## src/rtl/seq_div_engine_pkg.sv

```systemverilog
// Shared definitions for the sequential divider slice.
// Provides the FSM state type and the width, counter and latency constants.
// Optional feature macro used elsewhere in this slice: SEQ_DIV_UNSIGNED_EN.
package div_pkg;

  localparam int unsigned DIV_WIDTH   = 32;
  localparam int unsigned DIV_CNT_W   = 6;
  // Edges from the accepting edge up to and including the edge that raises done.
  localparam int unsigned DIV_LATENCY = DIV_WIDTH + 2;

  typedef enum logic [1:0] {
    StIdle = 2'd0,
    StRun  = 2'd1,
    StFix  = 2'd2
  } div_state_e;

endpackage

```

## src/rtl/seq_div_engine_if.sv

```systemverilog
// Request/response bundle between the control unit and the divider.
//   master (control unit): drives start, dividend, divisor [, is_unsigned]
//   slave  (divider)     : drives busy, done, div_by_zero, quotient, remainder
// With SEQ_DIV_UNSIGNED_EN defined, an is_unsigned request bit is added.
interface seq_div_engine_if
  import div_pkg::*;
#(
  parameter int unsigned WIDTH = DIV_WIDTH
);

  logic             start;
  logic [WIDTH-1:0] dividend;
  logic [WIDTH-1:0] divisor;
`ifdef SEQ_DIV_UNSIGNED_EN
  logic             is_unsigned;
`endif
  logic             busy;
  logic             done;
  logic             div_by_zero;
  logic [WIDTH-1:0] quotient;
  logic [WIDTH-1:0] remainder;

  modport master (
`ifdef SEQ_DIV_UNSIGNED_EN
    output is_unsigned,
`endif
    output start, dividend, divisor,
    input  busy, done, div_by_zero, quotient, remainder
  );

  modport slave (
`ifdef SEQ_DIV_UNSIGNED_EN
    input  is_unsigned,
`endif
    input  start, dividend, divisor,
    output busy, done, div_by_zero, quotient, remainder
  );

endinterface

```

## src/rtl/seq_div_engine_sign_fix.sv

```systemverilog
// Combinational conditional two's-complement negation (module div_sign_fix).
// Used to take operand magnitudes and to restore the sign of the results.
//   value  : input operand
//   negate : when high, result = -value; otherwise result = value
//   result : output
module div_sign_fix
  import div_pkg::*;
#(
  parameter int unsigned WIDTH = DIV_WIDTH
) (
  input  logic [WIDTH-1:0] value,
  input  logic             negate,
  output logic [WIDTH-1:0] result
);

  // -(most negative) wraps to itself, which is exactly its unsigned magnitude.
  always_comb begin
    result = negate ? -value : value;
  end

endmodule

```

## src/rtl/seq_div_engine.sv

```systemverilog
// Multicycle restoring divider (MIPS div semantics: quotient truncates toward
// zero, remainder takes the dividend's sign). One quotient bit per clock.
//   clk, reset : clock and synchronous active-high reset
//   bus        : slave side of seq_div_engine_if (start/operands in,
//                busy/done/div_by_zero/quotient/remainder out)
// Optional: SEQ_DIV_UNSIGNED_EN adds bus.is_unsigned (divu, no sign handling).
module seq_div_engine
  import div_pkg::*;
#(
  parameter int unsigned WIDTH = DIV_WIDTH,
  parameter int unsigned CNT_W = DIV_CNT_W
) (
  input  logic         clk,
  input  logic         reset,
  seq_div_engine_if.slave bus
);

  div_state_e       state_q, state_d;
  logic [CNT_W-1:0] cnt_q, cnt_d;
  logic [WIDTH-1:0] rem_q, rem_d;
  logic [WIDTH-1:0] quo_q, quo_d;
  logic [WIDTH-1:0] dvs_q, dvs_d;
  logic             sign_a_q, sign_a_d;
  logic             sign_b_q, sign_b_d;
  logic [WIDTH-1:0] quotient_q, quotient_d;
  logic [WIDTH-1:0] remainder_q, remainder_d;
  logic             done_q, done_d;
  logic             dbz_q, dbz_d;

  logic             is_uns;
  logic             neg_a, neg_b;
  logic [WIDTH-1:0] mag_a, mag_b;
  logic [WIDTH-1:0] quo_fixed, rem_fixed;
  logic [WIDTH:0]   shifted, trial;

`ifdef SEQ_DIV_UNSIGNED_EN
  assign is_uns = bus.is_unsigned;
`else
  assign is_uns = 1'b0;
`endif

  assign neg_a = bus.dividend[WIDTH-1] & ~is_uns;
  assign neg_b = bus.divisor[WIDTH-1] & ~is_uns;

  div_sign_fix #(.WIDTH(WIDTH)) u_abs_a (
    .value  (bus.dividend),
    .negate (neg_a),
    .result (mag_a)
  );

  div_sign_fix #(.WIDTH(WIDTH)) u_abs_b (
    .value  (bus.divisor),
    .negate (neg_b),
    .result (mag_b)
  );

  div_sign_fix #(.WIDTH(WIDTH)) u_fix_q (
    .value  (quo_q),
    .negate (sign_a_q ^ sign_b_q),
    .result (quo_fixed)
  );

  div_sign_fix #(.WIDTH(WIDTH)) u_fix_r (
    .value  (rem_q),
    .negate (sign_a_q),
    .result (rem_fixed)
  );

  // quo_q starts as |dividend| and shifts its bits into rem_q MSB first while
  // quotient bits fill in from the bottom.
  assign shifted = {rem_q, quo_q[WIDTH-1]};
  assign trial   = shifted - {1'b0, dvs_q};

  always_comb begin
    state_d     = state_q;
    cnt_d       = cnt_q;
    rem_d       = rem_q;
    quo_d       = quo_q;
    dvs_d       = dvs_q;
    sign_a_d    = sign_a_q;
    sign_b_d    = sign_b_q;
    quotient_d  = quotient_q;
    remainder_d = remainder_q;
    done_d      = 1'b0;
    dbz_d       = 1'b0;

    unique case (state_q)
      StIdle: begin
        if (bus.start) begin
          if (bus.divisor == '0) begin
            // Flag only; result registers keep the previous answer.
            done_d = 1'b1;
            dbz_d  = 1'b1;
          end else begin
            quo_d    = mag_a;
            dvs_d    = mag_b;
            sign_a_d = neg_a;
            sign_b_d = neg_b;
            rem_d    = '0;
            cnt_d    = '0;
            state_d  = StRun;
          end
        end
      end
      StRun: begin
        quo_d = {quo_q[WIDTH-2:0], ~trial[WIDTH]};
        rem_d = trial[WIDTH] ? shifted[WIDTH-1:0] : trial[WIDTH-1:0];
        cnt_d = cnt_q + CNT_W'(1);
        if (cnt_q == CNT_W'(WIDTH - 1)) begin
          state_d = StFix;
        end
      end
      StFix: begin
        quotient_d  = quo_fixed;
        remainder_d = rem_fixed;
        done_d      = 1'b1;
        state_d     = StIdle;
      end
      default: begin
        state_d = StIdle;
      end
    endcase
  end

  always_ff @(posedge clk) begin
    if (reset) begin
      state_q     <= StIdle;
      cnt_q       <= '0;
      rem_q       <= '0;
      quo_q       <= '0;
      dvs_q       <= '0;
      sign_a_q    <= 1'b0;
      sign_b_q    <= 1'b0;
      quotient_q  <= '0;
      remainder_q <= '0;
      done_q      <= 1'b0;
      dbz_q       <= 1'b0;
    end else begin
      state_q     <= state_d;
      cnt_q       <= cnt_d;
      rem_q       <= rem_d;
      quo_q       <= quo_d;
      dvs_q       <= dvs_d;
      sign_a_q    <= sign_a_d;
      sign_b_q    <= sign_b_d;
      quotient_q  <= quotient_d;
      remainder_q <= remainder_d;
      done_q      <= done_d;
      dbz_q       <= dbz_d;
    end
  end

  assign bus.busy        = (state_q != StIdle);
  assign bus.done        = done_q;
  assign bus.div_by_zero = dbz_q;
  assign bus.quotient    = quotient_q;
  assign bus.remainder   = remainder_q;

endmodule

```

## src/flat_wrapper.sv

```systemverilog
// flat-port wrapper written by rule: the top's interface ports become plain ports
module seq_div_engine_flat import div_pkg::*;
#(
  parameter int unsigned WIDTH = DIV_WIDTH,
  parameter int unsigned CNT_W = DIV_CNT_W
)
  (clk, reset, bus_start, bus_dividend, bus_divisor, bus_busy, bus_done, bus_div_by_zero, bus_quotient, bus_remainder);
  seq_div_engine_if #(.WIDTH(WIDTH)) bus_i ();
  input  logic clk;
  input  logic reset;
  input wire logic [$bits(bus_i.start)-1:0] bus_start;
  input wire logic [$bits(bus_i.dividend)-1:0] bus_dividend;
  input wire logic [$bits(bus_i.divisor)-1:0] bus_divisor;
  output wire logic [$bits(bus_i.busy)-1:0] bus_busy;
  output wire logic [$bits(bus_i.done)-1:0] bus_done;
  output wire logic [$bits(bus_i.div_by_zero)-1:0] bus_div_by_zero;
  output wire logic [$bits(bus_i.quotient)-1:0] bus_quotient;
  output wire logic [$bits(bus_i.remainder)-1:0] bus_remainder;
  assign bus_i.start = bus_start;
  assign bus_i.dividend = bus_dividend;
  assign bus_i.divisor = bus_divisor;
  assign bus_busy = bus_i.busy;
  assign bus_done = bus_i.done;
  assign bus_div_by_zero = bus_i.div_by_zero;
  assign bus_quotient = bus_i.quotient;
  assign bus_remainder = bus_i.remainder;
  seq_div_engine #(.WIDTH(WIDTH), .CNT_W(CNT_W)) u_core (.clk(clk), .reset(reset), .bus(bus_i));
endmodule
```

## config.mk

```make
export PLATFORM = sky130hd
export DESIGN_NAME = seq_div_engine_flat
export DESIGN_NICKNAME = d
export VERILOG_FILES = /design/src/rtl/seq_div_engine_pkg.sv /design/src/rtl/seq_div_engine_if.sv /design/src/rtl/seq_div_engine_sign_fix.sv /design/src/rtl/seq_div_engine.sv /design/src/flat_wrapper.sv
export SDC_FILE = /design/constraint.sdc
export NUM_CORES = 1
export LEC_CHECK = 0
export CAP_MARGIN = 20
export CORE_MARGIN = 2
export CORE_UTILIZATION = 52
export CTS_CLUSTER_DIAMETER = 100
export CTS_CLUSTER_SIZE = 28
export DETAILED_ROUTE_END_ITERATION = 6
export PLACE_DENSITY = 0.87
export SYNTH_ARGS = -nofsm -noshare
export SYNTH_HDL_FRONTEND = slang
export SYNTH_HIERARCHICAL = 1
export SYNTH_SLANG_ARGS = --single-unit
export TNS_END_PERCENT = 5
```

## constraint.sdc

```tcl
create_clock -name clk -period 3.1 [get_ports clk]
set_clock_uncertainty 0.05 [all_clocks]
set_input_delay 0.62 -clock clk [delete_from_list [all_inputs] [get_ports clk]]
set_output_delay 0.62 -clock clk [all_outputs]
set_load 0.01 [all_outputs]
```

==> metrics.md <==
| Metric | Value |
|---|---|
| Outcome | finished with violations |
| Failing checks | negative setup slack |
| Critical Path Fanout Max | 7 |
| Initial DRT Pass Iterations | 7 |
| DR top layer | met4 |
| Final setup viols | 30 |
| Fin area | approximately 0.014 mm2 |
| WL per Instance | around 17 um |
| Hold WS | between 0.4 and 0.5 ns |
| Most frequently used flop master after synthesis | dfxtp_1 |
| Ant diodes | 0 |
| Setup TNS | -3.06 ns |
| Sequential power share | roughly 27% |
| CP arrival | between 3 and 4 ns |
| Gr usage total | between 20% and 30% |
| Pin count of the biggest net entering global routing | roughly 140 |
| Worst R2R End | u_core/rem_q[22] |
| Clock power frac | a little under a quarter |
| Sw frac | between 30% and 40% |
| Pleak | 5.16 nW |
| Type of origin of the critical path | flip-flop |
| Final Max Slew Viols | 0 |
| Cell taking the most area after synthesis | dfxtp_1 |
| Antenna violations before repair | 0 |
| Min-Delay Path Class | input pin to flip-flop |
| Fin crit share | 106% |
| CTS tree | yes |
| Total clock sinks | 172 |
| Yosys top cell area share | around 31% |
| Dpl hpwl | 22.0 mm |
| Htree depth | 4 |
| Core area | ~0.021 mm2 |
| Ports | 134 |
| Met2 WL | about 14 mm |
| R2r worst-path depth | 15 |
| R2r setup slk | -0.20 ns |
| Number of global-route vias before repair | between 10,000 and 15,000 |
| Critical path capture point type | flip-flop |
| Worst slew pin tran | roughly 0.82 ns |
| Clock slew at reported path FFs | about 0.06 ns |
| Internal | between 5 and 6 mW |
| CP Launch Point | u_core/quo_q[31] |
| Mapped Area | around 0.011 mm2 |
| Mapped Nets | between 1,500 and 2,000 |
| Hold-fix buffers, CTS | 0 |
| Share of cells above drive strength 1 | a little over a tenth |
| Drt via density | roughly 6 |
| Total power | approximately 9 mW |
| Total of max-cap violations | 0 |
| Tmin final | between 3 and 4 ns |
| Worst slew margin | between 40% and 50% |
| 1st-iter DRT viols | between 1,000 and 1,500 |
| Effective utilization at floorplan | 52.7% |
| Combinational power share | 48.8% |
| Total of flip-flops plus latches after synthesis | 172 |
| Number of synthesized flops with an enable pin | 0 |
| Total Wirelength | between 30 and 40 mm |
| Net load switching power | ~3.5 mW |
| Port Buf Inserts | roughly 130 |
| Fin nets | around 1,700 |
| Maximum clock rate | slightly above 300 MHz |
| Clk buf depth | 2 |
| Root Driver | clkbuf_16 |
| Die height | around 150 um |
| Worst setup path endpoint | u_core/rem_q[22] |
| Cell Rows | 53 |
| TritonCTS Buffers | 17 |
| Yosys warns | 6 |
| Remaining antenna violation count | 0 |
| Worst Path Required | 3.36 ns |
| Die X | around 150 um |
| Via Count | approximately 11,000 |
| Post-route worst setup slack | -0.197 ns |
| DRC viols | 0 |
| Worst-Skew Late Latency | around 0.43 ns |
| Max IR drop VDD | 482 uV |
| Mean Syn Cell Area | approximately 7.7 um2 |
| Synth top area cells | dfxtp_1 (31%), nand2_1 (11%), xnor2_1 (10%) |
| First-pass GRT wire length | roughly 50 mm |
| Pwr/cell area | about 670 mW/mm2 |
| RSZ-0062 raised after global routing | yes |
| Fin. Hold Viols | 0 |
| Seq/Total Area, Yosys | between 30% and 40% |
| Post-Place Cell Area | about 0.013 mm2 |
| Post-synth cell types | 61 |
| GP Congestion | just over 0.9 |
| Setup CP Type | flip-flop to flip-flop |
| Congestion Overflow GR | 0 |
| Synth top cells by count | nand2_1 (319), dfxtp_1 (172), a21oi_1 (163) |
| Most common cell in the netlist | nand2_1 |
| Area growth from synthesis to layout | 25.2% |
| Die Footprint | between 0.02 and 0.025 mm2 |
| Ys async rst share | 0% |
| Gate Count Post-Synth | roughly 1,400 |
| Reg-to-Reg Start | u_core/quo_q[31] |
| M1 wire length | approximately 14 mm |
| Met3 Wirelength | roughly 2.7 mm |
==> sequential cells by signal (all words and copies together) (netlist names), 2 cells and up <==
signal	cells
u_core/cnt_q	6
u_core/quo_q	32
u_core/bus.quotient	32
u_core/bus.remainder	32
u_core/rem_q	32
u_core/dvs_q	32
u_core/state_q	2
==> worst max-delay path, cell delays in order, from the launching register on <==
cell,delay [ns]
dfxtp_2,0.32
inv_2,0.07
ha_4,0.13
inv_2,0.03
fa_2,0.35
a211o_1,0.34
a211oi_2,0.26
o31a_2,0.20
o211ai_1,0.12
a41o_1,0.28
a21oi_4,0.18
xor2_4,0.20
buf_12,0.15
buf_12,0.14
mux2i_2,0.23
o21ai_1,0.12
==> through the flow <==
stage	setup WS, ns	utilization, %	cells
6_report	-0.197	66.0	1880
5_1_grt	-0.254	66.0	1880
4_1_cts	-0.201	65.7	1879
3_5_place_dp	-0.217	62.0	1835
3_3_place_gp	-0.0554	62.0	1835
2_1_floorplan	0.00378	-	1436
==> how the worst min path moves through the flow <==
stage | startpoint | endpoint | slack, ns | cells past startpoint
6_report | reset | u_core/quo_q[31] | 0.40 | 2
5_1_grt | reset | u_core/quo_q[31] | 0.39 | 2
4_1_cts | reset | u_core/quo_q[31] | 0.39 | 2
3_5_place_dp | u_core/bus.remainder[18] | u_core/bus.remainder[18] | 0.40 | 2
3_3_place_gp | u_core/bus.quotient[0] | u_core/bus.quotient[0] | 0.39 | 2
2_1_floorplan | u_core/dvs_q[10] | u_core/dvs_q[10] | 0.39 | 2
==> cells in the final DEF (no fill, tap or decap), types with 8 or more instances in the layout <==
cell type and instances:
nor2_1 40, nand2b_1 17, o31ai_1 33, clkdlybuf4s50_1 132
buf_4 83, mux2i_1 18, or3_1 8, nor3_1 11
o41ai_1 36, nand4_1 19, ha_1 36, xnor2_1 130
a22oi_1 32, a21o_1 11, or4_1 8, inv_1 55
dfxtp_1 170, nand2_1 318, xor2_1 18, o41ai_2 8
clkbuf_16 17, or4_4 8, a21oi_1 163, o21ai_0 44
o21ai_1 29, nand3b_1 8, nor4_1 25
==> layer usage <==
layer,track usage [%],vias to the layer above
met4,8.21,0
met2,42.0,554
met3,4.51,57
met5,0,-
li1,-,5415
met1,39.2,5158
==> what timing repair did <==
item | CTS | global route
pin swaps | 16 | 9
buffers inserted | 11 | 1
resized for setup | 18 | 12
gates cloned | 2 | 0
endpoints found under the setup margin | 32 | 33
==> layout make-up <==
class | count | area (um2)
multi-input combinational | 1121 | 7120
fill | 1720 | 7120
sequential | 172 | 3450
timing repair buffer | 223 | 2110
clock buffer | 23 | 498
tap | 275 | 344
inverter | 57 | 214
clock inverter | 9 | 109
==> power by group through the flow <==
stage	Clock, mW	Combinational (mW)	Sequential, mW
floorplan	0	2.77	2.53
global placement	0	3.60	2.54
detailed placement	0	3.69	2.55
CTS	2.21	4.19	2.50
global route	2.30	4.80	2.53
finish	2.19	4.50	2.52
==> logic make-up (layout without fill, tap and decap cells) <==
group           after synthesis  in the layout  share of synthesized area, %
buf+inv                     143            312                          5.50
xor+xnor                    151            151                          12.1
mux                          23             23                          2.08
flops                       172            172                          31.2
simple gates                507            507                          21.3
fa+ha+maj                    38             38                          4.37
compound gates              402            402                          23.5
No activity file was read; power rests on OpenSTA's default activity.
